### src/rtl/sticker_collector.sv
// Rubik's-face sticker collector: debounces classifier color samples into
// nine accepted stickers, with invalid-code and inter-sample timeout errors.
module sticker_collector #(
    parameter int STABLE_COUNT = 4,
    parameter int TIMEOUT      = 1000
) (
    input  logic        clock,
    input  logic        reset,
    input  logic        start,
    input  logic        sample_valid,
    input  logic [2:0]  color,
    output logic        busy,
    output logic        sticker_ready,
    output logic        face_done,
    output logic [26:0] face,
    output logic [3:0]  sticker_idx,
    output logic        error
);

    typedef enum logic [1:0] {
        ST_IDLE    = 2'd0,
        ST_CAPTURE = 2'd1,
        ST_DONE    = 2'd2,
        ST_ERR     = 2'd3
    } state_t;

    localparam logic [3:0]  STABLE_LIM = 4'(STABLE_COUNT);
    // The timeout fires on the quiet cycle that would carry the count to TIMEOUT-1.
    localparam logic [15:0] TMO_LIM    = 16'(TIMEOUT - 2);
    localparam logic [3:0]  LAST_SLOT  = 4'd8;

    // Classifier codes 0..5 are real colors; 6 and 7 signal a classifier fault.
    function automatic logic color_ok(input logic [2:0] c);
        return (c <= 3'd5);
    endfunction

    state_t      state_r;
    logic        busy_r;
    logic        sticker_ready_r;
    logic        face_done_r;
    logic [26:0] face_r;
    logic [3:0]  idx_r;
    logic        error_r;
    logic [3:0]  run_r;
    logic [2:0]  last_r;
    logic [15:0] tmo_r;

    logic [3:0]  run_next_s;
    logic        accept_s;
    logic [26:0] face_upd_s;

    // Run length the current sample would produce if it is taken.
    always_comb begin
        run_next_s = 4'd1;
        if ((run_r != 4'd0) && (color == last_r)) begin
            run_next_s = run_r + 4'd1;
        end else begin
            run_next_s = 4'd1;
        end
    end

    assign accept_s = (run_next_s == STABLE_LIM);

    // Face image with the current slot overwritten by the incoming color.
    always_comb begin
        face_upd_s = face_r;
        for (int i = 0; i < 9; i++) begin
            if (idx_r == 4'(i)) begin
                face_upd_s[3*i +: 3] = color;
            end else begin
                face_upd_s[3*i +: 3] = face_r[3*i +: 3];
            end
        end
    end

    // Main control FSM; every output is a register updated here.
    always_ff @(posedge clock) begin
        if (reset) begin
            state_r         <= ST_IDLE;
            busy_r          <= 1'b0;
            sticker_ready_r <= 1'b0;
            face_done_r     <= 1'b0;
            face_r          <= 27'd0;
            idx_r           <= 4'd0;
            error_r         <= 1'b0;
            run_r           <= 4'd0;
            last_r          <= 3'd0;
            tmo_r           <= 16'd0;
        end else begin
            sticker_ready_r <= 1'b0;
            face_done_r     <= 1'b0;
            case (state_r)
                ST_IDLE, ST_ERR: begin
                    if (start) begin
                        state_r <= ST_CAPTURE;
                        busy_r  <= 1'b1;
                        error_r <= 1'b0;
                        face_r  <= 27'd0;
                        idx_r   <= 4'd0;
                        run_r   <= 4'd0;
                        last_r  <= 3'd0;
                        tmo_r   <= 16'd0;
                    end else begin
                        state_r <= state_r;
                    end
                end
                ST_CAPTURE: begin
                    if (sample_valid) begin
                        tmo_r <= 16'd0;
                        if (!color_ok(color)) begin
                            state_r <= ST_ERR;
                            error_r <= 1'b1;
                            busy_r  <= 1'b0;
                        end else begin
                            last_r <= color;
                            if (accept_s) begin
                                face_r          <= face_upd_s;
                                idx_r           <= idx_r + 4'd1;
                                run_r           <= 4'd0;
                                sticker_ready_r <= 1'b1;
                                if (idx_r == LAST_SLOT) begin
                                    state_r     <= ST_DONE;
                                    face_done_r <= 1'b1;
                                    busy_r      <= 1'b0;
                                end else begin
                                    state_r <= ST_CAPTURE;
                                end
                            end else begin
                                run_r <= run_next_s;
                            end
                        end
                    end else if (tmo_r == TMO_LIM) begin
                        state_r <= ST_ERR;
                        error_r <= 1'b1;
                        busy_r  <= 1'b0;
                    end else begin
                        tmo_r <= tmo_r + 16'd1;
                    end
                end
                ST_DONE: begin
                    state_r <= ST_IDLE;
                end
                default: begin
                    state_r <= ST_IDLE;
                    busy_r  <= 1'b0;
                end
            endcase
        end
    end

    assign busy          = busy_r;
    assign sticker_ready = sticker_ready_r;
    assign face_done     = face_done_r;
    assign face          = face_r;
    assign sticker_idx   = idx_r;
    assign error         = error_r;

endmodule
### config.mk
export PLATFORM = sky130hd
export DESIGN_NAME = sticker_collector
export DESIGN_NICKNAME = d
export VERILOG_FILES = /design/src/rtl/sticker_collector.sv
export SDC_FILE = /design/constraint.sdc
export NUM_CORES = 1
export LEC_CHECK = 0
export CAP_MARGIN = 15
export CORE_MARGIN = 8
export CORE_UTILIZATION = 45
export DETAILED_ROUTE_END_ITERATION = 8
export GPL_TIMING_DRIVEN = 0
export MAX_ROUTING_LAYER = met4
export PLACE_DENSITY_LB_ADDON = 0.05
export SLEW_MARGIN = 20
export SYNTH_ARGS = -nofsm -noshare
export SYNTH_HDL_FRONTEND = slang
export SYNTH_SLANG_ARGS = --single-unit
### constraint.sdc
create_clock -name clock -period 3.6 [get_ports clock]
set_input_delay 1.08 -clock clock [delete_from_list [all_inputs] [get_ports clock]]
set_output_delay 1.08 -clock clock [all_outputs]
set_load 0.1 [all_outputs]
==> flow_summary.toml, run 1 <==
[sta]
rsz_0062_raised_after_global_routing = "false"
timing_worst_slew_pin_value_ns = 0.993
timing.final.max_slew_violations = 0
final.setup_skew_ns = 0.00878
setup_viol_count_final = 0
layout_worst_path_cycle_share_pct = 86.6
finalSetupTns_ns = 0
fin_ws_ns = 0.481
timing.final.hold_violations = 0
fmax_mhz = 321
post-route-min-period_ns = 3.12
worst_relative_slew_slack_pct = 33.6

[synthesis]
yosys-top-cells-area = "dfxtp_1 41%, nand3_1 5.1%, ha_1 4.6%"
synth.top_cells.by_count = "60 x dfxtp_1, 30 x nand3_1, 30 x nor2_1"
synth.yosys.seq_area_share_pct = 40.5
most_instantiated_flip_flop_cell_in_the_synthesis_netlist = "dfxtp_1"
synth-warning-count = 0
async_flop_share_pct = 0
mappedNetlistNets = 357
postSynthCellCount = 339
synth.cell_area_um2 = 2960
synth-edff-count = 0
synth_area_per_cell_um2 = 8.74
synth_largest_area_cell = "dfxtp_1"
post_synth_num_cell_types = 60
yosys_register_bits = 60
yosysMostFrequentCell = "dfxtp_1"
synth.top_cell.area_share_pct = 40.5

[detailed_routing]
via_per_inst = 5.62
wirelength_mm = 7.61
route.detailed.drc = 0
drt_iter0_markers = 135
met3RoutedLength_um = 228
route.detailed.wl_per_inst_um = 16.1
num_vias = 2658
drt-met1-wl_mm = 3.79
route.top_layer_used = "met4"
antenna_left = 0
wl_met2_mm = 3.47
drtPass1Iterations = 5

[worst_setup_path]
setup.reg_to_reg.worst_slack_ns = 1.00
critical_path_arrival_ns = 3.36
worst_path_max_delay_cell = "a2111oi_2"
cp_slowest_stage_delay_ns = 0.55
timing.critical_path.fanout_max = 10
path_class = "in -> reg"
critical_path.endpoint_type = "flip-flop"
cp_cell_sequence = "clkdlybuf4s50_1 -> xor2_1 -> a2111oi_2 -> clkbuf_1 -> nand3_1 -> o2bb2ai_1 -> a21o_1"
critPathRequiredTime_ns = 3.84
worstSetupStartpointType = "input port"

[power]
switching_share_pct = 31.8
p_sw_mw = 0.524
p_leak_nw = 1.28
combPwrFrac_pct = 19.9
power_density_nw_per_um2 = 449
power_mw = 1.65
sequentialPowerShare_pct = 42.2
p_int_mw = 1.13
power_frac_clock_pct = 37.9
worst_ir_drop_on_vdd_mv = 0.260

[cells_and_area]
insertedDiodeCount = 0
instances_no_fill = 473
num-fill-cells = 587
final_cell_area_um2 = 3670
final_layout_size_suffix_gt1_share_pct = 8.08
synthToLayoutAreaGrowth_pct = 23.9
nets = 409

[global_route]
global_route_usage_sum_pct = 16.9
global_route_wire_length_before_repair_mm = 13.0
first_global_vias = 2669
grt_start_max_net_pins = 11
global_route.overflow_total = 0
antenna_found_initial = 0

[clocking]
cts.htree.levels = 3
hold_buffers = 0
clockRootBuffer = "clkbuf_8"
clock_insertion_delay_worst_skew_ns = 0.34
inserted_clock_buffers = 9
numClockSinks = 60
post_cts_buffers = 0
post_cts_resized = 0
clk_pin_slew_ns = 0.07
cts_tree = "done"
ctsLongestPathBuffers = 2

[floorplan]
core.rowCount = 29
die_height_um = 97.1
fp.dieW_um = 97.1
initial_core_utilization_pct = 46.7
core-area_um2 = 6350
die_area_um2 = 9440
top_level_ports = 42

[placed_design]
port_buffers = 41
placed_cells_incl_taps = 457
dp_hpwl_mm = 5.50
dp_slack_ns = 0.169
placement.cell_area_um2 = 3470
global_placement_routability_congestion = 0.866

[min_path]
hold_class = "reg -> reg"

[outcome]
run_status = "finished clean"

[flow_run]
timing.max_cap.violations = 0
-- per-layer routing --
metal | global-route usage, % | up-vias
li1 | - | 1340
met1 | 20.8 | 1268
met2 | 25.6 | 42
met3 | 3.34 | 8
met4 | 8.88 | 0
met5 | - | -
-- per-stage QoR --
stage          hold slack, ns  util, %
2_1_floorplan           0.444        -
3_3_place_gp            0.443     54.6
3_5_place_dp            0.442     54.6
4_1_cts                 0.463     57.8
5_1_grt                 0.476     57.8
6_report                0.464     57.8
-- placed cells by master (no fill, tap or decap), types with 3 or more instances in the layout --
cell and n:
clkbuf_8 12, a21oi_1 11, ha_1 11, nor3b_1 3, o2bb2ai_1 4, nand3_1 30
and2_1 3, xor2_1 15, nor3_1 7, o21ai_0 27, mux2i_1 3, nor2b_1 4
dfxtp_1 60, clkdlybuf4s50_1 41, and3b_1 4, inv_1 12, nand2_1 20, nand2b_1 3
nand4b_1 4, a31oi_1 3, nor2_1 30, o2111ai_1 7, a211oi_1 3, clkbuf_1 14
or3_1 3, nand4_1 13, a21o_1 3
-- cells by family after synthesis --
kind of cell               synth area share [%]
DFF                                        40.5
adders and majority gates                  4.65
buffers and inverters                      4.26
xor gates and xnor gates                   5.03
and+or+nand+nor                            26.6
AOI/OAI and AO/OA                          17.1
muxes                                      1.90
-- state kept, by name, indices dropped and copies added (netlist names) --
signal and flops:
face 27, last_r 3, error 1, tmo_r 16, sticker_idx 4, face_done 1, busy 1, state_r 2
sticker_ready 1, run_r 4
-- layout make-up --
type	count	area, µm²	area share (%)
Multi-Input combinational cell	250	1640	44.5
Sequential cell	60	1200	32.7
Timing Repair Buffer	41	410	11.2
Clock buffer	12	155	4.22
Tap cell	77	96.3	2.62
Buffer	16	77.6	2.11
Inverter	13	48.8	1.33
Clock inverter	4	47.5	1.29
-- power groups by stage --
stage               logic (mW)  clock network (mW)  registers [mW]
floorplan                0.182                   0           0.765
finish                   0.327               0.625           0.696
CTS                      0.327               0.638           0.696
global placement         0.325                   0           0.711
global route             0.360               0.660           0.699
detailed placement       0.326                   0           0.711
-- critical path: cells and delay by family --
family	cells	cell delay, ns
XOR/XNOR	1	0.19
AO/OA/AOI/OAI	3	0.97
buffers and inverters	2	0.91
AND/OR/NAND/NOR	1	0.21
-- path summary, 6_finish.rpt --
kind | endpoint | depth (start not counted) | from
max reg2reg | face[18]$_SDFFE_PP0P_ | 8 | state_r[0]$_SDFFE_PP0P_
min reg2reg | last_r[0]$_SDFFE_PP0P_ | 2 | last_r[0]$_SDFFE_PP0P_
max | face[24]$_SDFFE_PP0P_ | 7 | color[0]
min | last_r[0]$_SDFFE_PP0P_ | 2 | last_r[0]$_SDFFE_PP0P_
Note: power is estimated with default switching activity, not from simulation.
==> run 2, diff against run 1 <==
Settings changed: CORE_UTILIZATION 45 to 58.
==> run 2 against run 1 <==
  * Sequential power about the same
  * Wire length decreased by 1.9%
  * Setup slack got worse by 0.051 ns
  * Critical endpoint unchanged
  * Die area decreased by 19%
==> flow_summary.toml, run 2 (synthesis gave the netlist of run 1 again) <==
[power]
combPwrFrac_pct = 20.7
p_leak_nw = 1.27
worst_ir_drop_on_vdd_mv = 0.288
sequentialPowerShare_pct = 44.0
p_int_mw = 1.08
power_frac_clock_pct = 35.3
p_sw_mw = 0.507
power_density_nw_per_um2 = 435
switching_share_pct = 32.0

[cells_and_area]
final_cell_area_um2 = 3640
nets = 409
insertedDiodeCount = 0
synthToLayoutAreaGrowth_pct = 22.9
largest_register_ffs = 27
mostFrequentLayoutCells = "60 x dfxtp_1, 41 x clkdlybuf4s50_1, 30 x nor2_1, 30 x nand3_1, 27 x o21ai_0"
instances_no_fill = 466
final_layout_size_suffix_gt1_share_pct = 7.58
layout_commonest_cell = "dfxtp_1"

[placed_design]
placed_cells_incl_taps = 450
global_placement_routability_congestion = 0.865
placement.cell_area_um2 = 3460
dp_hpwl_mm = 5.36
port_buffers = 41

[clocking]
cts.htree.levels = 3
hold_buffers = 0
clock_insertion_delay_worst_skew_ns = 0.34
post_cts_resized = 0
cts_tree = "done"
clockRootBuffer = "clkbuf_8"
ctsLongestPathBuffers = 2
inserted_clock_buffers = 9
post_cts_buffers = 0
clk_pin_slew_ns = 0.06
numClockSinks = 60

[min_path]
hold_class = "reg -> reg"
worst_hold_path.num_cells = 1
min_delay_endpoint = "face[25]$_SDFFE_PP0P_"
hold_path_startpoint = "face[25]$_SDFFE_PP0P_"

[detailed_routing]
route.detailed.drc = 0
drt_iter0_markers = 174
num_vias = 2756
drtPass1Iterations = 5
via_per_inst = 5.91
route.detailed.wl_per_inst_um = 16.0
antenna_left = 0
wirelength_mm = 7.46

[sta]
timing.final.hold_violations = 0
worst_relative_slew_slack_pct = 34.2
timing.final.max_slew_violations = 0
rsz_0062_raised_after_global_routing = "false"
timing_worst_slew_pin_value_ns = 0.984
layout_worst_path_cycle_share_pct = 88.0
post-route-min-period_ns = 3.17
finalSetupTns_ns = 0
fmax_mhz = 316
setup_viol_count_final = 0
final.setup_skew_ns = 0.00594

[floorplan]
die_area_um2 = 7650
initial_core_utilization_pct = 59.1
top_level_ports = 42
core-area_um2 = 5010
die_height_um = 87.5
core.rowCount = 26
fp.dieW_um = 87.5

[global_route]
antenna_found_initial = 0
global_route_usage_sum_pct = 21.3
global_route.overflow_total = 0
grt_start_max_net_pins = 11
global_route_wire_length_before_repair_mm = 12.5
first_global_vias = 2638

[worst_setup_path]
setup.reg_to_reg.worst_slack_ns = 0.99
critical_path_arrival_ns = 3.41
rr_startpoint = "state_r[0]$_SDFFE_PP0P_"
timing.critical_path.fanout_max = 10
ff2ff_path_depth = 8
critical_path.endpoint_type = "flip-flop"
critPathRequiredTime_ns = 3.84
worst_path_max_delay_cell = "clkdlybuf4s50_1"
crit_path_start = "color[2]"
cp_slowest_stage_delay_ns = 0.53
path_class = "in -> reg"
worstSetupStartpointType = "input port"
timing.rr.end = "face[19]$_SDFFE_PP0P_"
critPathBufInv = 2
critical_path.top_delay_family = "buffers and inverters"
cp_cell_sequence = "clkdlybuf4s50_1 -> xor2_1 -> a2111oi_2 -> clkbuf_1 -> nand3_1 -> o2bb2ai_1 -> a21o_1"

[flow_run]
timing.max_cap.violations = 0

[outcome]
run_status = "finished clean"
## run 2: cell count changes in the layout (fill, tap and decap cells not counted), sizes merged
cell,previous run,this run
bufinv,1,0
clkbuf,26,29
clkinv,3,2
clkinvlp,1,0
## run 2: power by group through the flow
stage | registers (mW) | clock network [mW] | logic (mW)
final | 0.696 | 0.558 | 0.328
after global placement | 0.710 | 0 | 0.320
after floorplan | 0.765 | 0 | 0.182
after CTS | 0.696 | 0.566 | 0.325
after global routing | 0.699 | 0.600 | 0.355
after detailed placement | 0.711 | 0 | 0.323
## run 2: how the worst max path moves through the flow
stage | to | cells after the start
floorplan | face[24]$_SDFFE_PP0P_ | 6
global placement | face[20]$_SDFFE_PP0P_ | 7
detailed placement | face[19]$_SDFFE_PP0P_ | 7
CTS | face[19]$_SDFFE_PP0P_ | 7
global route | face[16]$_SDFFE_PP0P_ | 7
finish | face[24]$_SDFFE_PP0P_ | 7
## run 2: worst register-to-register path: stages, from the launching register on
cell and delay, ns:
dfxtp_1 0.36, inv_1 0.08, ha_1 0.38, mux2i_1 0.22
a21oi_1 0.46, clkbuf_1 0.46, o2111ai_1 0.28, nand3_1 0.16
o21ai_0 0.09
## run 2: through the flow
step / power [mW] / utilization, % / hold WS, ns / worst slack (ns)
after floorplan: 0.947 / - / 0.444 / 1.03
after global placement: 1.03 / 69.1 / 0.443 / 0.184
after detailed placement: 1.03 / 69.1 / 0.438 / 0.153
after CTS: 1.59 / 72.7 / 0.466 / 0.499
after global routing: 1.65 / 72.7 / 0.491 / 0.345
final: 1.58 / 72.7 / 0.460 / 0.430
## run 2: routing by layer
metal,up-vias,routed length [µm],track usage (%)
met5,-,0,-
met1,1309,3490,25.7
met3,9,476,6.60
met2,100,3420,32.8
met4,0,86,6.88
li1,1338,-,-
## run 2: cell type report
cell class / instances / area [µm²]
inverter: 13 / 48.8
buffer: 16 / 77.6
clock buffer: 15 / 176
timing repair buffer: 41 / 410
clock inverter: 1 / 5.00
multi-input combinational: 250 / 1640
fill: 439 / 1370
tap: 70 / 87.6
sequential: 60 / 1200
==> run 3, diff against run 2 <==
Settings changed: RECOVER_POWER set to 50.
==> run 3 against run 2 <==
  * Clock power about the same
  * Total power down 0.39%
  * Wire length down 0.29%
  * Core utilization down 0.15 points
  * Via count down 0.47%
  * Sequential share of layout area up 0.068 points
  * Sequential cell count unchanged
  * Critical path depth unchanged
  * Clock skew down 0.0011 ns
  * Cell count unchanged
  * First-iteration DRC count down 15%
  * Critical path type unchanged
==> flow_summary.toml, run 3 (synthesis gave the netlist of run 1 again) <==
[outcome]
run_status = "finished clean"

[worst_setup_path]
worst_path_max_delay_cell = "dlygate4sd3_1"
worstSetupStartpointType = "input port"
path_class = "in -> reg"
setup.reg_to_reg.worst_slack_ns = 1.00
cp_slowest_stage_delay_ns = 0.64
timing.critical_path.fanout_max = 10
critPathRequiredTime_ns = 3.84
ff2ff_path_depth = 8
critPathBufInv = 2
critical_path.top_delay_family = "buffers and inverters"
critical_path_arrival_ns = 3.49
path_depth = 7
critical_path.endpoint_type = "flip-flop"
cp_cell_sequence = "dlygate4sd3_1 -> xor2_1 -> a2111oi_2 -> clkbuf_1 -> nand3_1 -> o2bb2ai_1 -> a21o_1"

[sta]
rsz_0062_raised_after_global_routing = "false"
timing.final.max_slew_violations = 0
worst_relative_slew_slack_pct = 34.0
timing_worst_slew_pin_value_ns = 0.987
final.setup_skew_ns = 0.00487
timing.final.hold_violations = 0
finalSetupTns_ns = 0
layout_worst_path_cycle_share_pct = 90.4
setup_viol_count_final = 0
fmax_mhz = 307
worst_hold_slack_ns = 0.454
post-route-min-period_ns = 3.25

[cells_and_area]
largest_register_ffs = 27
synthToLayoutAreaGrowth_pct = 22.7
final_layout_size_suffix_gt1_share_pct = 6.57
layout_commonest_cell = "dfxtp_1"
nets = 409
insertedDiodeCount = 0
mostFrequentLayoutCells = "60 x dfxtp_1, 30 x nor2_1, 30 x nand3_1, 27 x o21ai_0, 21 x clkdlybuf4s50_1"

[detailed_routing]
route.detailed.wl_per_inst_um = 16.0
route.detailed.drc = 0
via_per_inst = 5.89
antenna_left = 0
wirelength_mm = 7.44
num_vias = 2743
drtPass1Iterations = 4
drt_iter0_markers = 148

[floorplan]
initial_core_utilization_pct = 59.1
fp.dieW_um = 87.5
top_level_ports = 42
die_area_um2 = 7650
die_height_um = 87.5
core.rowCount = 26
core-area_um2 = 5010

[power]
worst_ir_drop_on_vdd_mv = 0.288
p_int_mw = 1.07
p_leak_nw = 1.34
combPwrFrac_pct = 20.6
sequentialPowerShare_pct = 44.2
power_density_nw_per_um2 = 434
switching_share_pct = 32.0
power_frac_clock_pct = 35.3
p_sw_mw = 0.504

[min_path]
hold_class = "reg -> reg"
worst_hold_path.num_cells = 1

[placed_design]
global_placement_routability_congestion = 0.865
dp_hpwl_mm = 5.36
port_buffers = 41

[clocking]
numClockSinks = 60
clockRootBuffer = "clkbuf_8"
cts.htree.levels = 3
hold_buffers = 0
clk_pin_slew_ns = 0.06
post_cts_buffers = 0
post_cts_resized = 0
inserted_clock_buffers = 9
clock_insertion_delay_worst_skew_ns = 0.34
ctsLongestPathBuffers = 2
cts_tree = "done"

[global_route]
antenna_found_initial = 0
first_global_vias = 2638
global_route.overflow_total = 0
global_route_usage_sum_pct = 21.3
grt_start_max_net_pins = 11
global_route_wire_length_before_repair_mm = 12.5

[flow_run]
timing.max_cap.violations = 0
run 3: cell count changes in the layout (fill, tap and decap cells not counted), sizes merged:
| cell | before | now |
|---|---|---|
| dlygate4sd3 | 0 | 20 |
| clkdlybuf4s50 | 41 | 21 |
| clkbuf | 29 | 30 |
| buf | 2 | 1 |
run 3: worst reg2reg max path, cell delays in order, from the launching register on:
cell,delay [ns]
dfxtp_1,0.36
inv_1,0.08
ha_1,0.38
mux2i_1,0.22
a21oi_1,0.46
clkbuf_1,0.45
o2111ai_1,0.27
nand3_1,0.15
o21ai_0,0.09
run 3: power by group through the flow:
stage | Combinational (mW) | Sequential [mW] | Clock, mW
6_report | 0.324 | 0.696 | 0.556
5_1_grt | 0.351 | 0.699 | 0.600
4_1_cts | 0.325 | 0.696 | 0.566
3_5_place_dp | 0.323 | 0.711 | 0
3_3_place_gp | 0.320 | 0.710 | 0
2_1_floorplan | 0.182 | 0.765 | 0
run 3: metal layers:
layer	global-route usage, %	up-vias	routed length (µm)
li1	-	1339	-
met1	25.7	1300	3470
met2	32.8	95	3410
met3	6.60	9	467
met4	6.88	0	88
met5	-	-	0
run 3: cell type report:
type	instances	area [µm²]
Multi-Input combinational cell	250	1630
Fill cell	441	1380
Sequential cell	60	1200
Timing Repair Buffer	41	410
Clock buffer	15	176
Tap cell	70	87.6
Buffer	16	77.6
Inverter	13	48.8
Clock inverter	1	5.00
run 3: final timing paths:
kind	startpoint	endpoint
hold reg to reg	face[26]$_SDFFE_PP0P_	face[26]$_SDFFE_PP0P_
setup / recovery	color[2]	face[24]$_SDFFE_PP0P_
hold / removal	face[26]$_SDFFE_PP0P_	face[26]$_SDFFE_PP0P_
setup reg to reg	state_r[0]$_SDFFE_PP0P_	face[19]$_SDFFE_PP0P_
run 3: through the flow:
step           utilization [%]  cell area, µm²  setup slack, ns  total power, mW  instances
2_1_floorplan                -            2960             1.03            0.947        339
3_3_place_gp              69.1            3460            0.184             1.03        450
3_5_place_dp              69.1            3460            0.153             1.03        450
4_1_cts                   72.7            3640            0.499             1.59        466
5_1_grt                   72.6            3630            0.248             1.65        466
6_report                  72.6            3630            0.347             1.58        466
